## src/rtl/ir_pkg.sv

```systemverilog
// Shared NEC IR types: decoder FSM states, pulse-width windows in ticks, and Snake key codes.
package ir_pkg;

    typedef enum logic [2:0] {
        StIdle,
        StLeadMark,
        StLeadSpace,
        StBitMark,
        StBitSpace,
        StStopMark,
        StRptMark,
        StErr
    } state_t;

    localparam logic [7:0] LeadMarkMin  = 8'd144;
    localparam logic [7:0] LeadMarkMax  = 8'd176;
    localparam logic [7:0] DataSpaceMin = 8'd72;
    localparam logic [7:0] DataSpaceMax = 8'd88;
    localparam logic [7:0] RptSpaceMin  = 8'd36;
    localparam logic [7:0] RptSpaceMax  = 8'd44;
    localparam logic [7:0] BitMarkMin   = 8'd7;
    localparam logic [7:0] BitMarkMax   = 8'd14;
    localparam logic [7:0] ZeroSpaceMin = 8'd7;
    localparam logic [7:0] ZeroSpaceMax = 8'd14;
    localparam logic [7:0] OneSpaceMin  = 8'd25;
    localparam logic [7:0] OneSpaceMax  = 8'd35;
    localparam logic [7:0] ErrIdleTicks = 8'd80;
    localparam logic [7:0] WidthSat     = 8'hFF;

    localparam logic [31:0] KeyUp    = 32'h20DF6A95;
    localparam logic [31:0] KeyDown  = 32'h20DFEA15;
    localparam logic [31:0] KeyLeft  = 32'h20DF1AE5;
    localparam logic [31:0] KeyRight = 32'h20DF9A65;

    function automatic logic in_win(input logic [7:0] w, input logic [7:0] lo,
                                    input logic [7:0] hi);
        return (w >= lo) && (w <= hi);
    endfunction

    // Address and command bytes must each be followed by their bitwise inverse.
    function automatic logic inv_ok(input logic [31:0] f);
        return (f[31:24] == ~f[23:16]) && (f[15:8] == ~f[7:0]);
    endfunction

endpackage

```

## src/rtl/ir_tick_gen.sv

```systemverilog
// Free-running divider producing a registered 1-clk tick every CLK_HZ/TICK_HZ clocks.
module ir_tick_gen #(
    parameter int unsigned CLK_HZ  = 50_000_000,
    parameter int unsigned TICK_HZ = 17_778
) (
    input  logic clk,
    input  logic reset_n,
    output logic tick
);

    localparam int unsigned Div = (CLK_HZ / TICK_HZ < 2) ? 2 : CLK_HZ / TICK_HZ;
    localparam int unsigned Cw  = $clog2(Div);

    logic [Cw-1:0] cnt;

    always_ff @(posedge clk or negedge reset_n) begin
        if (!reset_n) begin
            cnt  <= '0;
            tick <= 1'b0;
        end else if (cnt == Cw'(Div - 1)) begin
            cnt  <= '0;
            tick <= 1'b1;
        end else begin
            cnt  <= cnt + Cw'(1);
            tick <= 1'b0;
        end
    end

endmodule

```

## src/rtl/nec_ir_decoder.sv

```systemverilog
// NEC IR frame decoder: synchronizer, glitch filter, tick-based width counter and a checked
// frame/repeat FSM that holds the last valid 32-bit frame.
module nec_ir_decoder
    import ir_pkg::*;
#(
    parameter int unsigned CLK_HZ     = 50_000_000,
    parameter int unsigned TICK_HZ    = 17_778,
    parameter int unsigned GLITCH_CYC = 16,
    parameter bit          CHECK_INV  = 1'b1
) (
    input  logic        clk,
    input  logic        reset_n,
    input  logic        ir_signal,
    output logic [31:0] word,
    output logic        word_valid,
    output logic        repeat_pulse,
    output logic        frame_err,
    output logic        busy
);

    localparam int unsigned Gw = $clog2(GLITCH_CYC + 1);

    logic          sync1, sync2;
    logic          filt, filt_prev;
    logic [Gw-1:0] gcnt;
    logic          tick;
    logic [7:0]    wcnt;
    logic          edge_any, edge_fall, edge_rise;
    logic          lead_ok, data_ok, rpt_ok, mark_ok, zero_ok, one_ok;
    logic          sat, active, bad_edge, to_err;
    state_t        state;
    logic [5:0]    bit_cnt;
    logic [31:0]   shreg;

    ir_tick_gen #(
        .CLK_HZ (CLK_HZ),
        .TICK_HZ(TICK_HZ)
    ) u_tick_gen (
        .clk    (clk),
        .reset_n(reset_n),
        .tick   (tick)
    );

    // Line idles high, so the synchronizer and filter start high to avoid a phantom edge.
    always_ff @(posedge clk or negedge reset_n) begin
        if (!reset_n) begin
            sync1 <= 1'b1;
            sync2 <= 1'b1;
        end else begin
            sync1 <= ir_signal;
            sync2 <= sync1;
        end
    end

    always_ff @(posedge clk or negedge reset_n) begin
        if (!reset_n) begin
            filt      <= 1'b1;
            filt_prev <= 1'b1;
            gcnt      <= '0;
        end else begin
            filt_prev <= filt;
            if (sync2 == filt) begin
                gcnt <= '0;
            end else if (gcnt == Gw'(GLITCH_CYC - 1)) begin
                filt <= sync2;
                gcnt <= '0;
            end else begin
                gcnt <= gcnt + Gw'(1);
            end
        end
    end

    assign edge_any  = filt ^ filt_prev;
    assign edge_fall = edge_any & ~filt;
    assign edge_rise = edge_any & filt;

    // An edge always sees the pre-tick count because wcnt is only ever read as a register.
    always_ff @(posedge clk or negedge reset_n) begin
        if (!reset_n) begin
            wcnt <= '0;
        end else if (edge_any) begin
            wcnt <= '0;
        end else if (tick && (wcnt != WidthSat)) begin
            wcnt <= wcnt + 8'd1;
        end
    end

    assign sat     = (wcnt == WidthSat);
    assign lead_ok = in_win(wcnt, LeadMarkMin, LeadMarkMax);
    assign data_ok = in_win(wcnt, DataSpaceMin, DataSpaceMax);
    assign rpt_ok  = in_win(wcnt, RptSpaceMin, RptSpaceMax);
    assign mark_ok = in_win(wcnt, BitMarkMin, BitMarkMax);
    assign zero_ok = in_win(wcnt, ZeroSpaceMin, ZeroSpaceMax);
    assign one_ok  = in_win(wcnt, OneSpaceMin, OneSpaceMax);
    assign active  = (state != StIdle) && (state != StErr);

    always_comb begin
        bad_edge = 1'b0;
        case (state)
            StLeadMark:                       bad_edge = edge_any && !lead_ok;
            StLeadSpace:                      bad_edge = edge_any && !data_ok && !rpt_ok;
            StBitMark, StStopMark, StRptMark: bad_edge = edge_any && !mark_ok;
            StBitSpace:                       bad_edge = edge_any && !zero_ok && !one_ok;
            default:                          bad_edge = 1'b0;
        endcase
    end

    assign to_err = bad_edge || (active && sat);

    always_ff @(posedge clk or negedge reset_n) begin
        if (!reset_n) begin
            state        <= StIdle;
            bit_cnt      <= '0;
            shreg        <= '0;
            word         <= '0;
            word_valid   <= 1'b0;
            repeat_pulse <= 1'b0;
            frame_err    <= 1'b0;
        end else begin
            word_valid   <= 1'b0;
            repeat_pulse <= 1'b0;
            frame_err    <= 1'b0;
            if (to_err) begin
                state     <= StErr;
                frame_err <= 1'b1;
            end else begin
                case (state)
                    StIdle: begin
                        if (edge_fall) state <= StLeadMark;
                    end
                    StLeadMark: begin
                        if (edge_rise) state <= StLeadSpace;
                    end
                    StLeadSpace: begin
                        if (edge_fall) begin
                            if (data_ok) begin
                                state   <= StBitMark;
                                bit_cnt <= '0;
                                shreg   <= '0;
                            end else begin
                                state <= StRptMark;
                            end
                        end
                    end
                    StBitMark: begin
                        if (edge_rise) state <= StBitSpace;
                    end
                    StBitSpace: begin
                        if (edge_fall) begin
                            shreg   <= {shreg[30:0], one_ok};
                            bit_cnt <= bit_cnt + 6'd1;
                            state   <= (bit_cnt == 6'd31) ? StStopMark : StBitMark;
                        end
                    end
                    StStopMark: begin
                        if (edge_rise) begin
                            if (!CHECK_INV || inv_ok(shreg)) begin
                                word       <= shreg;
                                word_valid <= 1'b1;
                            end else begin
                                frame_err <= 1'b1;
                            end
                            state <= StIdle;
                        end
                    end
                    StRptMark: begin
                        if (edge_rise) begin
                            repeat_pulse <= 1'b1;
                            state        <= StIdle;
                        end
                    end
                    StErr: begin
                        if (filt && !edge_any && (wcnt >= ErrIdleTicks)) state <= StIdle;
                    end
                    default: state <= StIdle;
                endcase
            end
        end
    end

    assign busy = (state != StIdle);

endmodule

```

## config.mk

```make
export PLATFORM = sky130hd
export DESIGN_NAME = nec_ir_decoder
export DESIGN_NICKNAME = d
export VERILOG_FILES = /design/src/rtl/ir_pkg.sv /design/src/rtl/ir_tick_gen.sv /design/src/rtl/nec_ir_decoder.sv
export SDC_FILE = /design/constraint.sdc
export NUM_CORES = 1
export LEC_CHECK = 0
export ABC_AREA = 1
export ABC_CLOCK_PERIOD_IN_PS = 1900
export CAP_MARGIN = 20
export CORE_ASPECT_RATIO = 0.5
export CORE_MARGIN = 8
export CORE_UTILIZATION = 53
export CTS_CLUSTER_DIAMETER = 30
export DETAILED_ROUTE_END_ITERATION = 7
export PLACE_DENSITY = 0.75
export SETUP_SLACK_MARGIN = 0.15
export SYNTH_ARGS = -nofsm -noshare
export SYNTH_HDL_FRONTEND = slang
export SYNTH_SLANG_ARGS = --single-unit
```

## constraint.sdc

```tcl
create_clock -name clk -period 1.9 [get_ports clk]
set_input_delay 0.475 -clock clk [delete_from_list [all_inputs] [get_ports clk]]
set_output_delay 0.475 -clock clk [all_outputs]
set_load 0.02 [all_outputs]
```

==> results of run 1 <==
[registers in the layout, summed over array words and instances, names as in the netlist]
signal and flops:
sync1 1, shreg 32, gcnt 5, filt_prev 1
bit_cnt 6, state 3, frame_err 1, sync2 1
wcnt 8, filt 1, word_valid 1, repeat_pulse 1
u_tick_gen.cnt 12, u_tick_gen.tick 1, word 32
[power groups by stage]
stage	registers, µW	logic, µW	clock network [µW]
2_1_floorplan	2370	396	0
3_3_place_gp	2370	599	0
3_5_place_dp	2370	603	0
4_1_cts	2320	602	1850
5_1_grt	2340	712	1940
6_report	2330	629	1810
[layer usage]
layer  wire (µm)  track usage  vias up
li1            -            -     2141
met5           0            0        -
met2        5360        0.271       87
met3         620       0.0442       10
met4          94       0.0446        0
met1        5470        0.217     2089
[cells by family after synthesis]
family / count (synthesis) / share of synthesized area
AOI/OAI and AO/OA: 69 / 0.0784
xor gates and xnor gates: 23 / 0.0381
adders and majority gates: 11 / 0.0260
buffers and inverters: 81 / 0.0741
DFF: 106 / 0.503
and+or+nand+nor: 331 / 0.281
[cells in the final DEF (no fill, tap or decap), drive strengths merged, types with 2 or more instances in the layout]
| master | count |
|---|---|
| nor2 | 37 |
| dlymetal6s2s | 20 |
| a21oi | 11 |
| o21ai | 48 |
| nand2 | 208 |
| nand3 | 22 |
| dlygate4sd2 | 15 |
| nand3b | 3 |
| dfstp | 4 |
| buf | 36 |
| nor3 | 13 |
| or2 | 2 |
| nand4 | 41 |
| xor2 | 22 |
| clkbuf | 11 |
| inv | 55 |
| clkinv | 3 |
| dfrtp | 102 |
| and3 | 2 |
| ha | 11 |
[path summary, 6_finish.rpt]
check                                 startpoint                     endpoint  slack, ps
worst max-delay path            filt$_DFFE_PN1P_         word[30]$_DFFE_PN0P_         10
worst min-delay path             sync1$_DFF_PN1_              sync2$_DFF_PN1_        360
worst max register to register  filt$_DFFE_PN1P_         word[30]$_DFFE_PN0P_         10
worst min register to register   sync1$_DFF_PN1_              sync2$_DFF_PN1_        360
max in group asynchronous                reset_n          filt_prev$_DFF_PN1_        790
min in group asynchronous                reset_n  u_tick_gen.cnt[2]$_DFF_PN0_        510
[metrics by stage]
step,total power [µW],setup WS [ps],TNS [ps],cells,utilization
final,4770,13.0,0,817,0.689
after global routing,4980,-114,-5080,817,0.689
after CTS,4770,17.0,0,806,0.653
after detailed placement,2970,-13.7,-17.5,789,0.623
after global placement,2970,63.8,0,789,0.623
after floorplan,2760,72.5,0,621,-
[area by class of cell]
| type | count | area (µm²) |
|---|---|---|
| fill | 743 | 2980 |
| sequential | 106 | 2670 |
| multi-input combinational | 434 | 2410 |
| timing repair buffer | 75 | 863 |
| clock buffer | 9 | 225 |
| inverter | 51 | 196 |
| tap | 135 | 169 |
| clock inverter | 7 | 65.1 |
[repair_timing]
action	CTS	global route
setup buffers	0	8
cloned	0	3
gates resized for setup	20	91
endpoints found under the hold margin	8	0
endpoints found under the setup margin	112	100
pin swaps	0	12
hold buffers	1	0
==> results_dict.tcl, run 1 <==
set metrics [dict create \
    wl_mm 11.5 \
    place.gp.congestion 0.892 \
    synth.most_common_cell "nand2_1" \
    slew_headroom 0.756 \
    cts_num_sinks 106 \
    crit_path_max_incr_delay_ps 590 \
    tightest_slew_ps 365 \
    antenna_found_initial 0 \
    die_y_um 86.6 \
    seq_area_frac_synth 0.503 \
    grt_use_total 0.167 \
    ys_types 42 \
    swShare 0.280 \
    die_area_mm2 0.0136 \
    fp.coreArea_mm2 0.00957 \
    clock_power_share 0.380 \
    netlist_instances 621 \
    cts_tree "done" \
    port_buffers 38 \
    startpoint_type "register" \
    ys_seq_elements 106 \
    synth_area_per_cell_um2 8.51 \
    hpwl_mm 7.69 \
    syn_nets 635 \
    p_leak_uw 0.00362 \
    fin_crit_sh 0.993 \
    netlist_top_cells_count "nand2_1 (195), dfrtp_1 (102), inv_1 (44), nand4_1 (40), o21ai_0 (36)" \
    worstPathArrival_ps 2130 \
    drc_errors 0 \
    vias_per_cell 5.30 \
    dieWidth_um 157 \
    seq_power_share 0.488 \
    drive_gt1_frac 0.202 \
    ios 39 \
    dr_total_vias 4327 \
    crit_chain "inv_2, ha_4, inv_1, nand2_4, and2_4, nand3_4, buf_12, nand2_1, nand2_1" \
    grt_pass1_wl_mm 18.6 \
    crit_path_frequent_cell "nand2_1" \
    clk_latency_ps 350 \
    ys_warn_count 0 \
    hp-class "reg -> reg" \
    cpLargestDelayFamily "flip-flops" \
    fin_nets 691 \
    critPathMaxFanout 21 \
    cts_buffer_depth 2 \
    max_cap_viol_count 0 \
    synth_enable_flop_cells 0 \
    cts_root_buffer "clkbuf_16" \
    intPower_uw 3440 \
    finalHoldViolations 0 \
    area_growth_pct 24.7 \
    numCtsBuffers 9 \
    drt-wirelength-per-cell_um 14.1 \
    synth_top_area_share 0.483 \
    fin_crit_ps 1890 \
    antenna_cells 0 \
    first_pass_iters 4 \
    crit_path_top_delay_cell "dfstp_2" \
    cp_num_cells 9 \
    hold_path_depth 0 \
    rr_worst_depth 9 \
    peakVddDrop_mv 0.433 \
    h-tree-depth 3 \
    setup_violations 0 \
    drt_iter0_drc 259 \
    synth.area.top_cells "dfrtp_1 (48%), nand2_1 (14%), nand4_1 (4.7%)" \
    clkSlewWorstSetupHoldPaths_ps 70 \
    grt_max_degree 53 \
    synthArstFlopShare 1.00 \
    outcome "finished clean" \
    p_comb_frac 0.132 \
    power_density_mw_per_mm2 724 \
    cp.buffers_inverters 3 \
    holdWs_ps 358 \
    yosys.area.top_type "dfrtp_1" \
    endpoint_kind "register" \
    switchingPower_uw 1340 \
    critPathKind "reg -> reg" \
    grt_pass1_vias 3919 \
    syn_area_mm2 0.00529 \
    ant_nets 0 \
    synth_flop_cell "dfrtp_1" \
    placed_cell_area_mm2 0.00596 \
    grt-ovfl-total 0 \
    fmax_ghz 0.530 \
    start_util 0.552 \
    rsz0062_at_grt "true" \
    fin_worst_skew_ps 10.5 \
    final_area_mm2 0.00659 \
    finalMaxSlewViolations 0 \
    row_count 25 \
    required_ps 2150 \
]
No activity file was read; power rests on OpenSTA's default activity.
==> inputs of run 2 (changes only) <==
- CORE_UTILIZATION: 53 -> 50
- PLACE_DENSITY: 0.75 -> 0.71
- SYNTH_HIERARCHICAL: default -> 1
==> run 2 against run 1 <==
Net effect: final cell count rose by 15%; sequential power barely moved; register-to-register slack got worse by 30 ps; sequential cell count did not move; maximum frequency fell by 1.3%; total power rose by 1.8%; the run now ends with setup timing left; clock skew rose by 3.5 ps; via count rose by 13%; area after synthesis rose by 5.2%; design area rose by 4.7%; core utilization fell by 5.6 points.
==> results_dict.tcl, run 2 <==
set metrics [dict create \
    outcome "complete, but fails checks" \
    violations "setup timing" \
    wl_mm 12.9 \
    critPathKind "reg -> reg" \
    finalHoldViolations 0 \
    cp-startpoint "wcnt[7]$_DFFE_PN0P_" \
    yosys.area.top_type "dfrtp_1" \
    required_ps 2140 \
    drt-wirelength-per-cell_um 13.7 \
    synth_flop_cell "dfrtp_1" \
    r2r_slack_ps -10 \
    area_growth_pct 24.2 \
    start_util 0.510 \
    ys_types 30 \
    fin_crit_ps 1910 \
    layout_common_cells "nand2_1 (194), dfrtp_1 (97), nand4_1 (80)" \
    startpoint_type "register" \
    synth.area.top_cells "dfrtp_1 (46%), nand2_1 (15%), nand4_1 (9.0%)" \
    p_leak_uw 0.00370 \
    ys_seq_elements 106 \
    vias_per_cell 5.22 \
    die_area_mm2 0.0150 \
    setup_ws_ps -12.1 \
    slew_headroom 0.714 \
    setup_violations 9 \
    worstReg2RegStart "wcnt[7]$_DFFE_PN0P_" \
    rsz0062_at_grt "true" \
    cts_buffer_depth 2 \
    clkSlewWorstSetupHoldPaths_ps 80 \
    max_cap_viol_count 0 \
    synth_enable_flop_cells 0 \
    die_y_um 90.6 \
    netlist_top_cells_count "nand2_1 (217), dfrtp_1 (102), nor2_1 (83), nand4_1 (80), inv_1 (78)" \
    grt_pass1_wl_mm 21.9 \
    antenna_cells 0 \
    fin_nets 802 \
    final_area_mm2 0.00691 \
    fin_worst_skew_ps 14.0 \
    top_regs "shreg (32), word (32), u_tick_gen/cnt (12)" \
    cts_num_sinks 106 \
    clk_latency_ps 350 \
    fmax_ghz 0.523 \
    finalMaxSlewViolations 0 \
    hpwl_mm 8.70 \
    netlist_instances 720 \
    critPathMaxFanout 21 \
    antenna_found_initial 0 \
    ant_nets 0 \
    fp.coreArea_mm2 0.0109 \
    synthArstFlopShare 1.00 \
    port_buffers 38 \
    syn_nets 733 \
    dr_total_vias 4903 \
    worstPathArrival_ps 2160 \
    seq_area_mm2 0.00266 \
    grt_use_total 0.176 \
    ios 39 \
    fillers 931 \
    hp-class "in -> async" \
    place.gp.congestion 0.892 \
    tightest_slew_ps 430 \
    dieWidth_um 165 \
    cts_root_buffer "clkbuf_16" \
    synth.most_common_cell "nand2_1" \
    peakVddDrop_mv 0.504 \
    syn_area_mm2 0.00556 \
    fin_crit_sh 1.01 \
    drc_errors 0 \
    endpoint_kind "register" \
    mostFrequentLayoutCell "nand2_1" \
    h-tree-depth 3 \
    row_count 27 \
    drive_gt1_frac 0.183 \
    multi_input_area_mm2 0.00257 \
    utilization 0.633 \
    grt_pass1_vias 4580 \
    power_density_mw_per_mm2 704 \
    drt_iter0_drc 474 \
    numCtsBuffers 9 \
    grt-ovfl-total 0 \
    cts_tree "done" \
    ys_warn_count 6 \
    placed_cell_area_mm2 0.00634 \
    grt_max_degree 53 \
    synth_area_per_cell_um2 7.72 \
    first_pass_iters 5 \
    synth_top_area_share 0.459 \
    seq_area_frac_synth 0.478 \
]
run 2: cell count changes in the layout (fill, tap and decap cells not counted), moves of 5 or more:
cell | before | now
o21ai_2 | 10 | 0
dlygate4sd2_1 | 15 | 34
nand3_1 | 19 | 27
dlymetal6s2s_1 | 20 | 1
nand4_1 | 40 | 80
buf_4 | 21 | 41
nor2_1 | 31 | 79
inv_1 | 41 | 69
nand2_1 | 179 | 194
o21ai_1 | 25 | 4
xor2_1 | 22 | 17
inv_2 | 8 | 15
run 2: final cells by class:
type / instances / area share
Clock inverter: 6 / 0.00870
Inverter: 85 / 0.0467
Multi-Input combinational cell: 494 / 0.372
Timing Repair Buffer: 93 / 0.128
Tap cell: 145 / 0.0263
Sequential cell: 106 / 0.386
Clock buffer: 10 / 0.0332
run 2: worst paths after layout:
kind / depth (start not counted) / end
max in group asynchronous: 2 / filt_prev$_DFF_PN1_
worst min-delay path: 1 / u_tick_gen/cnt[11]$_DFF_PN0_
min in group clk: 0 / sync2$_DFF_PN1_
worst max-delay path: 14 / word[26]$_DFFE_PN0P_
worst min register to register: 0 / sync2$_DFF_PN1_
worst max register to register: 14 / word[26]$_DFFE_PN0P_
run 2: logic make-up after synthesis:
logic type,share of synthesized area
fa+ha+maj,0.0225
simple gates,0.349
compound gates,0.0279
buf+inv,0.0898
xor+xnor,0.0331
flops,0.478
run 2: through the flow:
stage	power [µW]	hold WS [ps]	cells	setup slack, ps	TNS (ps)
2_1_floorplan	2760	179	720	-0.582	-7.68
3_3_place_gp	3000	346	903	14.3	0
3_5_place_dp	3010	347	903	-58.7	-1390
4_1_cts	4860	20.7	934	64.6	0
5_1_grt	5080	28.1	939	-142	-7770
6_report	4860	12.8	939	-12.1	-43.0
run 2: worst max-delay path, cell delays in order (launching register included):
cell	delay, ps
dfrtp_2	440
inv_2	90
nand3_1	80
nor2_1	120
nand2_1	120
nand2_2	100
inv_2	30
nand2_1	50
nand2_1	60
nand2_2	70
and2_4	200
nand3_2	130
buf_12	180
nand2_1	60
nand2_1	50
run 2: report_power, final:
part | internal, µW | total, µW | switching, µW
Combinational | 269 | 715 | 446
Clock | 921 | 1810 | 889
Sequential | 2290 | 2330 | 41.5
Total | 3480 | 4860 | 1380
run 2: timing repair:
| action | CTS | global route |
|---|---|---|
| buffers inserted | 15 | 5 |
| setup endpoints to repair | 111 | 86 |
| pin swaps | 6 | 5 |
| hold buffers | 0 | 0 |
| gates resized for setup | 60 | 38 |
run 2: per-layer routing:
metal / GRT usage / up-vias / part of all wire
met3: 0.0350 / 12 / 0.046
met4: 0.0484 / 0 / 0.012
met1: 0.235 / 2320 / 0.47
met5: 0 / - / 0
met2: 0.284 / 110 / 0.47
li1: - / 2461 / -
==> inputs of run 3 (changes only) <==
- ABC_AREA: 1 -> 0
- PLACE_DENSITY: 0.71 -> 0.72
- SKIP_CTS_REPAIR_TIMING: default -> 1
==> run 3 against run 2 <==
Net effect: hold slack improved by 350 ps; die area fell by 9.5%; global-route usage fell by 0.80 points; design area fell by 0.54%; sequential cell count did not move; clock power rose by 13%; the flow still finishes with violations (setup timing).
==> results_dict.tcl, run 3 <==
set metrics [dict create \
    outcome "complete, but fails checks" \
    violations "setup timing" \
    fp.coreArea_mm2 0.00954 \
    seq_area_frac_synth 0.537 \
    worstPathArrival_ps 2730 \
    intPower_uw 3460 \
    synth_flop_cell "dfrtp_1" \
    fin_worst_skew_ps 6.50 \
    peakVddDrop_mv 0.435 \
    first_pass_iters 5 \
    fin_nets 560 \
    antenna_cells 0 \
    die_y_um 86.4 \
    grt_pass1_wl_mm 18.3 \
    ys_types 54 \
    h-tree-depth 3 \
    ios 39 \
    start_util 0.519 \
    area_growth_pct 38.7 \
    row_count 25 \
    startpoint_type "register" \
    dr_total_vias 3772 \
    crit_path_top_delay_cell "dfrtp_1" \
    layout_common_cells "dfrtp_1 (96), buf_4 (82), dlymetal6s2s_1 (35)" \
    cts_tree "done" \
    place_ws_ps -510 \
    drive_gt1_frac 0.312 \
    slew_headroom 0.728 \
    p_leak_uw 0.00386 \
    die_area_mm2 0.0135 \
    setup_ws_ps -592 \
    place.gp.congestion 0.852 \
    wl_mm 11.5 \
    fin_crit_ps 2490 \
    ys_seq_elements 106 \
    finalHoldViolations 0 \
    critPathKind "reg -> reg" \
    cts_buffer_depth 2 \
    endpoint_kind "register" \
    placed_cells 660 \
    drt_iter0_drc 241 \
    hpwl_mm 7.58 \
    drt-wirelength-per-cell_um 16.8 \
    dieWidth_um 157 \
    synth.area.top_cells "dfrtp_1 (52%), a22o_1 (5.8%), mux2_1 (5.5%)" \
    ant_nets 0 \
    max_cap_viol_count 0 \
    clock_power_share 0.463 \
    syn_nets 441 \
    port_buffers 38 \
    grt_max_degree 50 \
    grt_pass1_vias 3659 \
    numCtsBuffers 9 \
    syn_area_mm2 0.00495 \
    synth_enable_flop_cells 0 \
    setup_violations 75 \
    drc_errors 0 \
    fin_crit_sh 1.31 \
    top_regs "shreg (32), word (32), u_tick_gen/cnt (12)" \
    crit_path_frequent_cell "nor4b_4" \
    antenna_found_initial 0 \
    ys_warn_count 6 \
    tightest_slew_ps 404 \
    rsz0062_at_grt "true" \
    cts_root_buffer "clkbuf_16" \
    netlist_top_cells_count "dfrtp_1 (102), a22o_1 (33), nor2_1 (27), mux2_1 (24), xor2_1 (24)" \
    synth_top_area_share 0.515 \
    seq_power_share 0.517 \
    p_comb_frac 0.020 \
    synth_area_per_cell_um2 11.6 \
    swShare 0.213 \
    synthArstFlopShare 1.00 \
    clk_latency_ps 350 \
    crit_chain "buf_12, nor4b_4, o211ai_1, a32oi_2, a21boi_4, nor4b_4, buf_4, buf_6, mux2_2" \
    vias_per_cell 5.50 \
    crit_path_max_incr_delay_ps 420 \
    mostFrequentLayoutCell "dfrtp_1" \
    required_ps 2140 \
    switchingPower_uw 937 \
    grt-ovfl-total 0 \
    netlist_instances 428 \
    clkSlewWorstSetupHoldPaths_ps 70 \
    cts_num_sinks 106 \
    fin_cells 686 \
    hp-class "reg -> reg" \
    power_density_mw_per_mm2 640 \
    grt_use_total 0.168 \
    synth.most_common_cell "dfrtp_1" \
    critPathMaxFanout 7 \
    fmax_ghz 0.401 \
    yosys.area.top_type "dfrtp_1" \
    finalMaxSlewViolations 0 \
]
run 3: kinds of logic after synthesis:
| logic type | after synthesis | synth area share |
|---|---|---|
| flip-flops | 106 | 0.537 |
| buffers and inverters | 41 | 0.0389 |
| multiplexers | 36 | 0.0798 |
| AND/OR/NAND/NOR | 121 | 0.134 |
| adder cells (fa/ha/maj) | 10 | 0.0253 |
| XOR/XNOR | 30 | 0.0531 |
| AO/OA/AOI/OAI | 84 | 0.132 |
run 3: layer usage:
layer	part of all wire	vias to the layer above	global-route usage	wire length, µm
met2	0.49	70	0.274	5630
met1	0.47	1916	0.221	5370
met3	0.031	11	0.0437	360
li1	-	1775	-	-
met5	0	-	0	0
met4	0.012	0	0.0390	133
run 3: power groups by stage:
stage	clock network [µW]	logic (µW)	registers (µW)
5_1_grt	2160	103	2270
6_report	2040	88.2	2270
3_3_place_gp	0	85.2	2310
3_5_place_dp	0	86.6	2310
2_1_floorplan	0	18.6	2310
4_1_cts	2070	86.8	2270
run 3: area by class of cell:
| cell class | count | area [µm²] |
|---|---|---|
| Multi-Input combinational cell | 281 | 2380 |
| Sequential cell | 106 | 2670 |
| Tap cell | 135 | 169 |
| Timing Repair Buffer | 131 | 1260 |
| Clock buffer | 9 | 225 |
| Clock inverter | 6 | 96.3 |
| Fill cell | 619 | 2670 |
| Inverter | 18 | 72.6 |
run 3: final timing paths:
check	slack, ps	from	cells past startpoint	endpoint
max in group asynchronous	880	reset_n	3	wcnt[7]$_DFFE_PN0P_
min in group asynchronous	510	reset_n	2	state[2]$_DFFE_PN0P_
worst min-delay path	360	sync1$_DFF_PN1_	0	sync2$_DFF_PN1_
worst min register to register	360	sync1$_DFF_PN1_	0	sync2$_DFF_PN1_
worst max-delay path	-590	wcnt[6]$_DFFE_PN0P_	9	word[0]$_DFFE_PN0P_
worst max register to register	-590	wcnt[6]$_DFFE_PN0P_	9	word[0]$_DFFE_PN0P_
run 3: critical path, delay by kind of cell (launching register included):
family / cells / cell delay (ps)
AO/OA/AOI/OAI: 3 / 600
buffers and inverters: 3 / 470
flip-flops: 1 / 420
multiplexers: 1 / 330
AND/OR/NAND/NOR: 2 / 560
run 3: metrics by stage:
| step | TNS (ps) | area [µm²] | power [µW] | hold WS [ps] | utilization |
|---|---|---|---|---|---|
| floorplan | -24270 | 5040 | 2330 | 179 | - |
| global placement | -27140 | 6120 | 2400 | 337 | 0.641 |
| detailed placement | -29150 | 6120 | 2400 | 342 | 0.641 |
| CTS | -31760 | 6440 | 4430 | -38.2 | 0.675 |
| global route | -40650 | 6870 | 4540 | 364 | 0.720 |
| finish | -33650 | 6870 | 4390 | 362 | 0.720 |
